===== config.mk =====
export PLATFORM = sky130hd
export DESIGN_NAME = preproc_deser
export DESIGN_NICKNAME = d
export VERILOG_FILES = /design/src/rtl/preproc_deser.sv
export SDC_FILE = /design/constraint.sdc
export NUM_CORES = 1
export LEC_CHECK = 0
export ABC_CLOCK_PERIOD_IN_PS = 2900
export BUFFER_PORTS_ARGS = -buffer_cell sky130_fd_sc_hd__buf_2
export CAP_MARGIN = 10
export CORE_ASPECT_RATIO = 1.5
export CORE_MARGIN = 4
export CORE_UTILIZATION = 62
export DETAILED_ROUTE_END_ITERATION = 8
export GPL_TIMING_DRIVEN = 0
export PLACE_DENSITY = 0.8
export SYNTH_ARGS = -nofsm -noshare
export SYNTH_HDL_FRONTEND = slang
export SYNTH_SLANG_ARGS = --single-unit

===== constraint.sdc =====
create_clock -name clk -period 2.9 [get_ports clk]
set_input_delay 0.435 -clock clk [delete_from_list [all_inputs] [get_ports clk]]
set_output_delay 0.435 -clock clk [all_outputs]
set_load 0.01 [all_outputs]

===== src/rtl/preproc_deser.sv =====
// Strobed serial-to-parallel capture with a first-word-fall-through FIFO.
// Optional parity frame bit enabled by defining PREPROC_DESER_PARITY_EN.
module preproc_deser #(
    parameter int WIDTH     = 16,
    parameter int DEPTH     = 4,
    parameter int MSB_FIRST = 1
) (
    input  logic                     clk,
    input  logic                     rst_n,
    input  logic                     x,
    input  logic                     x_en,
    input  logic                     sync,
    output logic [WIDTH-1:0]         out,
    output logic                     out_valid,
    input  logic                     out_ready,
    output logic [$clog2(DEPTH):0]   count,
    output logic                     overflow,
    input  logic                     clr_ovf,
    output logic                     parity_err
);

    localparam int PW = $clog2(DEPTH);
`ifdef PREPROC_DESER_PARITY_EN
    localparam int FRAME = WIDTH + 1;
`else
    localparam int FRAME = WIDTH;
`endif
    localparam int CW = $clog2(FRAME + 1);

    logic [CW-1:0]    r_bcnt;
    logic [CW-1:0]    w_bcnt_base;
    logic [CW-1:0]    w_bcnt_nxt;
    logic [WIDTH-1:0] r_sr;
    logic [WIDTH-1:0] w_sr_base;
    logic [WIDTH-1:0] w_sr_shift;
    logic [WIDTH-1:0] w_sr_nxt;
    logic [WIDTH-1:0] w_word;
    logic             w_last;
    logic             w_data_bit;
    logic             w_push_req;
    logic             w_par_bad;

    logic [WIDTH-1:0] r_mem [DEPTH];
    logic [PW-1:0]    r_wr;
    logic [PW-1:0]    r_rd;
    logic [PW-1:0]    w_rd_nxt;
    logic [PW:0]      r_count;
    logic [PW:0]      w_count_nxt;
    logic [WIDTH-1:0] r_out;
    logic [WIDTH-1:0] w_out_nxt;
    logic             r_valid;
    logic             r_ovf;
    logic             r_perr;
    logic             w_pop;
    logic             w_full;
    logic             w_push;
    logic             w_drop;

    // sync restarts the frame before the current strobe is considered
    always_comb begin
        w_bcnt_base = sync ? '0 : r_bcnt;
        w_sr_base   = sync ? '0 : r_sr;
        if (MSB_FIRST != 0)
            w_sr_shift = {w_sr_base[WIDTH-2:0], x};
        else
            w_sr_shift = {x, w_sr_base[WIDTH-1:1]};
        w_last = x_en && (w_bcnt_base == CW'(FRAME - 1));
`ifdef PREPROC_DESER_PARITY_EN
        w_data_bit = x_en && (w_bcnt_base < CW'(WIDTH));
        w_word     = w_sr_base;
        w_par_bad  = w_last && ((^w_sr_base) ^ x);
        w_push_req = w_last && !w_par_bad;
`else
        w_data_bit = x_en;
        w_word     = w_sr_shift;
        w_par_bad  = 1'b0;
        w_push_req = w_last;
`endif
        w_sr_nxt   = w_data_bit ? w_sr_shift : w_sr_base;
        w_bcnt_nxt = w_bcnt_base;
        if (x_en)
            w_bcnt_nxt = w_last ? '0 : w_bcnt_base + CW'(1);
    end

    always_comb begin
        w_pop    = r_valid && out_ready;
        w_full   = (r_count == (PW+1)'(DEPTH));
        w_push   = w_push_req && (!w_full || w_pop);
        w_drop   = w_push_req && w_full && !w_pop;
        w_rd_nxt = r_rd + PW'(1);
        w_count_nxt = r_count;
        if (w_push && !w_pop)
            w_count_nxt = r_count + (PW+1)'(1);
        else if (!w_push && w_pop)
            w_count_nxt = r_count - (PW+1)'(1);
        // head is the incoming word only when nothing else will be left
        w_out_nxt = r_out;
        if (w_push && (r_count == '0 || (w_pop && r_count == (PW+1)'(1))))
            w_out_nxt = w_word;
        else if (w_pop && r_count > (PW+1)'(1))
            w_out_nxt = r_mem[w_rd_nxt];
    end

    always_ff @(posedge clk or negedge rst_n) begin
        if (!rst_n) begin
            r_bcnt <= '0;
            r_sr   <= '0;
        end else begin
            r_bcnt <= w_bcnt_nxt;
            r_sr   <= w_sr_nxt;
        end
    end

    always_ff @(posedge clk or negedge rst_n) begin
        if (!rst_n) begin
            for (int i = 0; i < DEPTH; i++)
                r_mem[i] <= '0;
            r_wr    <= '0;
            r_rd    <= '0;
            r_count <= '0;
            r_out   <= '0;
            r_valid <= 1'b0;
        end else begin
            if (w_push) begin
                r_mem[r_wr] <= w_word;
                r_wr        <= r_wr + PW'(1);
            end
            if (w_pop)
                r_rd <= w_rd_nxt;
            r_count <= w_count_nxt;
            r_out   <= w_out_nxt;
            r_valid <= (w_count_nxt != '0);
        end
    end

    always_ff @(posedge clk or negedge rst_n) begin
        if (!rst_n) begin
            r_ovf  <= 1'b0;
            r_perr <= 1'b0;
        end else begin
            if (w_drop)
                r_ovf <= 1'b1;
            else if (clr_ovf)
                r_ovf <= 1'b0;
            r_perr <= w_par_bad;
        end
    end

    assign out       = r_out;
    assign out_valid = r_valid;
    assign count     = r_count;
    assign overflow  = r_ovf;
`ifdef PREPROC_DESER_PARITY_EN
    assign parity_err = r_perr;
`else
    assign parity_err = 1'b0;
`endif

endmodule


==> summary.txt <==
Run status
  • Outcome: completed

Critical path
  • Slowest cell on crit path: clkbuf_1
  • Crit path capture type: register
  • R2R Path Start: count[1]$_DFF_PN0_
  • FF-to-FF setup slack: about 0.60 ns
  • CP peak stage delay: ~0.54 ns
  • Crit start category: register
  • Crit Reg-Reg Endpoint: r_mem[42]$_DFFE_PN0P_
  • Most frequent CP cell: nand2_1
  • CP required: 3.17 ns
  • Data arrival, critical path: 2.57 ns
  • R2r worst-path depth: 7
  • Critical path cell sequence: inv_1 > ha_1 > nand2_1 > o2111ai_1 > clkbuf_1 > nand2_1 > o21ai_1
  • Crit-path max FO: 10
  • Critical path class: reg -> reg

Detailed routing
  • Number of DRC markers in iteration 0: 260
  • DR pass1 iterations: 4
  • Via Count: between 3,000 and 4,000
  • Final wirelength: 10,500 um
  • Vias per inst: 5.83
  • DRC violations left: 0
  • Routed Antenna Nets: 0
  • Wirelength per Cell: 18.4 um

CTS
  • Hold buffers post-CTS: 0
  • Reg clk slew, reported paths: ~0.070 ns
  • Clock Latency Late Sink: around 0.35 ns
  • Longest Clk Path Bufs: 2
  • CTS resizes: 0
  • Postcts setup bufs: 0
  • CTS tree: built
  • Clock root cell: clkbuf_16
  • H-tree Lvls: 3
  • CTS Buf Count: 9
  • Sink Count: 109

Placed design
  • Post-placement cell count: 556
  • Final HPWL DP: 7130 um
  • Number of port buffers: 25
  • Post-DP Area: 5250 um2
  • GP Congestion: around 0.82

Global route
  • GRT met2 Usage: 0.398
  • Global-route wire length before repair: 17,300 um
  • Gr busiest metal: met2
  • Met3 usage: 0.0429
  • Vias in the first global route: around 3,400
  • Largest net degree at the start of global routing: 57
  • GR Util met1: 0.319
  • Global Route Usage Sum: 0.243
  • Remaining Overflow, GRT: 0
  • Antenna violations before repair: 0

Timing
  • Unrepaired setup endpoints after global routing: no
  • Post-Route Setup TNS: 0 ns
  • Fin crit period: 2.30 ns
  • Final-report setup violation count: 0
  • Hold Slack: 0.123 ns
  • Max Freq: 435 MHz
  • Crit share post-route: 0.792
  • Fin. max-slew vios: 0
  • Final hold violations: 0
  • Worst Clk Skew: 0.00899 ns
  • Least-Margin Pin Slew: between 0.7 and 0.8 ns
  • Worst slew margin: 0.498

Logic synthesis
  • Share of the yosys chip area belonging to registers: 0.549
  • Unique masters post-synth: 45
  • Synth warn: 0
  • Post-Synthesis Net Count: 444
  • Mapped Avg Cell Area: 11.6 um2
  • Yosys reg bits: 109
  • Post-Syn Instances: 428
  • Cell Area, Synth: between 4000 and 5000 um2

Die
  • Rows: 39
  • Die area: 9540 um2
  • Starting density of the core: 0.645
  • Top Ports: 29
  • Die height: approximately 120 um
  • Core area: 7710 um2
  • Die Wd: 81.1 um

Final layout
  • Layout Nets: 481
  • Area Growth Syn to Fin: 11.3%
  • Finished layout cell area: 5530 um2
  • Diodes inserted: 0
  • Share of layout cells above drive strength 1: 0.162
  • Post-route insts no fill: 572

Job
  • Max_cap viols: 0

Power and ir drop
  • Peak VDD IR: 0.000499 V
  • Power Density: 622 nW/um2
  • Pleak: 2.53 nW

Worst hold path
  • Worst hold path type: in -> async
## report_power, final
group | total (W) | switching, W | internal [W]
registers | 0.00162 | 0.0000549 | 0.00157
clock network | 0.00115 | 0.000525 | 0.000625
logic | 0.000670 | 0.000390 | 0.000280
total | 0.00344 | 0.000970 | 0.00247
## layer usage
| layer | share of wire | wire length, um |
|---|---|---|
| met1 | 0.40 | 4190 |
| met2 | 0.54 | 5660 |
| met3 | 0.039 | 408 |
| met4 | 0.023 | 238 |
| met5 | 0 | 0 |
## layout make-up
class	count	area (um2)
buffer	29	155
clock buffer	12	256
clock inverter	4	22.5
fill	607	2180
inverter	6	22.5
multi-input combinational	284	2070
sequential	109	2730
tap	102	128
timing repair buffer	26	155
## stage by stage
stage          utilization  setup slack (ns)  power [W]
4_1_cts              0.718             0.641    0.00346
5_1_grt              0.718             0.354    0.00360
2_1_floorplan            -             0.757    0.00213
6_report             0.718             0.602    0.00344
3_5_place_dp         0.681             0.343    0.00232
3_3_place_gp         0.678             0.296    0.00230
## layout by cell type (no fill, tap or decap), types with 4 or more instances in the layout
master,synthesis,routed
nand2_1,69,69
ha_1,9,9
xnor2_1,5,5
buf_2,6,30
mux4_2,16,16
clkbuf_1,17,18
inv_1,6,6
o21ai_1,63,63
nor2_1,16,16
o2111ai_1,4,4
mux2_1,4,4
a21oi_1,4,4
clkbuf_16,0,9
mux2i_1,45,45
dfrtp_1,109,109
nand2b_1,16,16
## how the worst max path moves through the flow
stage / start / end / slack [ns] / cells after the start
6_report: count[1]$_DFF_PN0_ / r_mem[42]$_DFFE_PN0P_ / 0.60 / 7
5_1_grt: count[0]$_DFF_PN0_ / r_mem[46]$_DFFE_PN0P_ / 0.35 / 7
4_1_cts: count[0]$_DFF_PN0_ / r_mem[42]$_DFFE_PN0P_ / 0.64 / 7
3_5_place_dp: sync / r_mem[59]$_DFFE_PN0P_ / 0.34 / 10
3_3_place_gp: rst_n / out[9]$_DFFE_PN0P_ / 0.30 / 1
2_1_floorplan: sync / out_valid$_DFF_PN0_ / 0.76 / 9
## state kept, by name (all words and copies together), names as in the netlist
signal     flops
r_bcnt         5
count          3
r_rd           2
out           16
overflow       1
r_mem         64
r_wr           2
r_sr          15
out_valid      1
## cells by family after synthesis
logic type / Yosys count / synth area share
XOR/XNOR: 6 / 0.0106
adder cells (fa/ha/maj): 9 / 0.0227
multiplexers: 67 / 0.177
flip-flops: 109 / 0.549
AO/OA/AOI/OAI: 86 / 0.0994
AND/OR/NAND/NOR: 115 / 0.105
buffers and inverters: 35 / 0.0357
other: 1 / 0.000754
## cell usage after synthesis, drive strengths merged
master	instances	area (um2)
a2111oi	1	8.76
a21oi	4	20.0
a22oi	1	7.51
a31oi	1	6.26
and2	1	6.26
and3	2	12.5
buf	12	91.3
clkbuf	17	63.8
conb	1	3.75
dfrtp	109	2730
ha	9	113
inv	6	22.5
mux2	6	67.6
mux2i	45	450
mux4	16	360
nand2	69	259
nand2b	16	100
nand3	1	5.00
nand4	1	6.26
nand4b	1	8.76
nor2	17	66.3
nor2b	3	18.8
nor3	1	5.00
nor3b	1	12.5
nor4	1	12.5
o2111ai	4	35.0
o211ai	2	15.0
o21a	1	7.51
o21ai	65	333
o21ba	1	10.0
o221ai	2	17.5
o2bb2ai	1	8.76
o311ai	1	8.76
o31ai	1	7.51
o32ai	1	8.76
or3b	1	11.3
xnor2	5	43.8
xor2	1	8.76
## critical path, delay by kind of cell, from the launching register on
family	cells	cell delay, ns
AO/OA/AOI/OAI	2	0.54
AND/OR/NAND/NOR	2	0.29
adder cells (fa/ha/maj)	1	0.24
flip-flops	1	0.45
buffers and inverters	2	0.69
(Power assumes the default switching activity.)
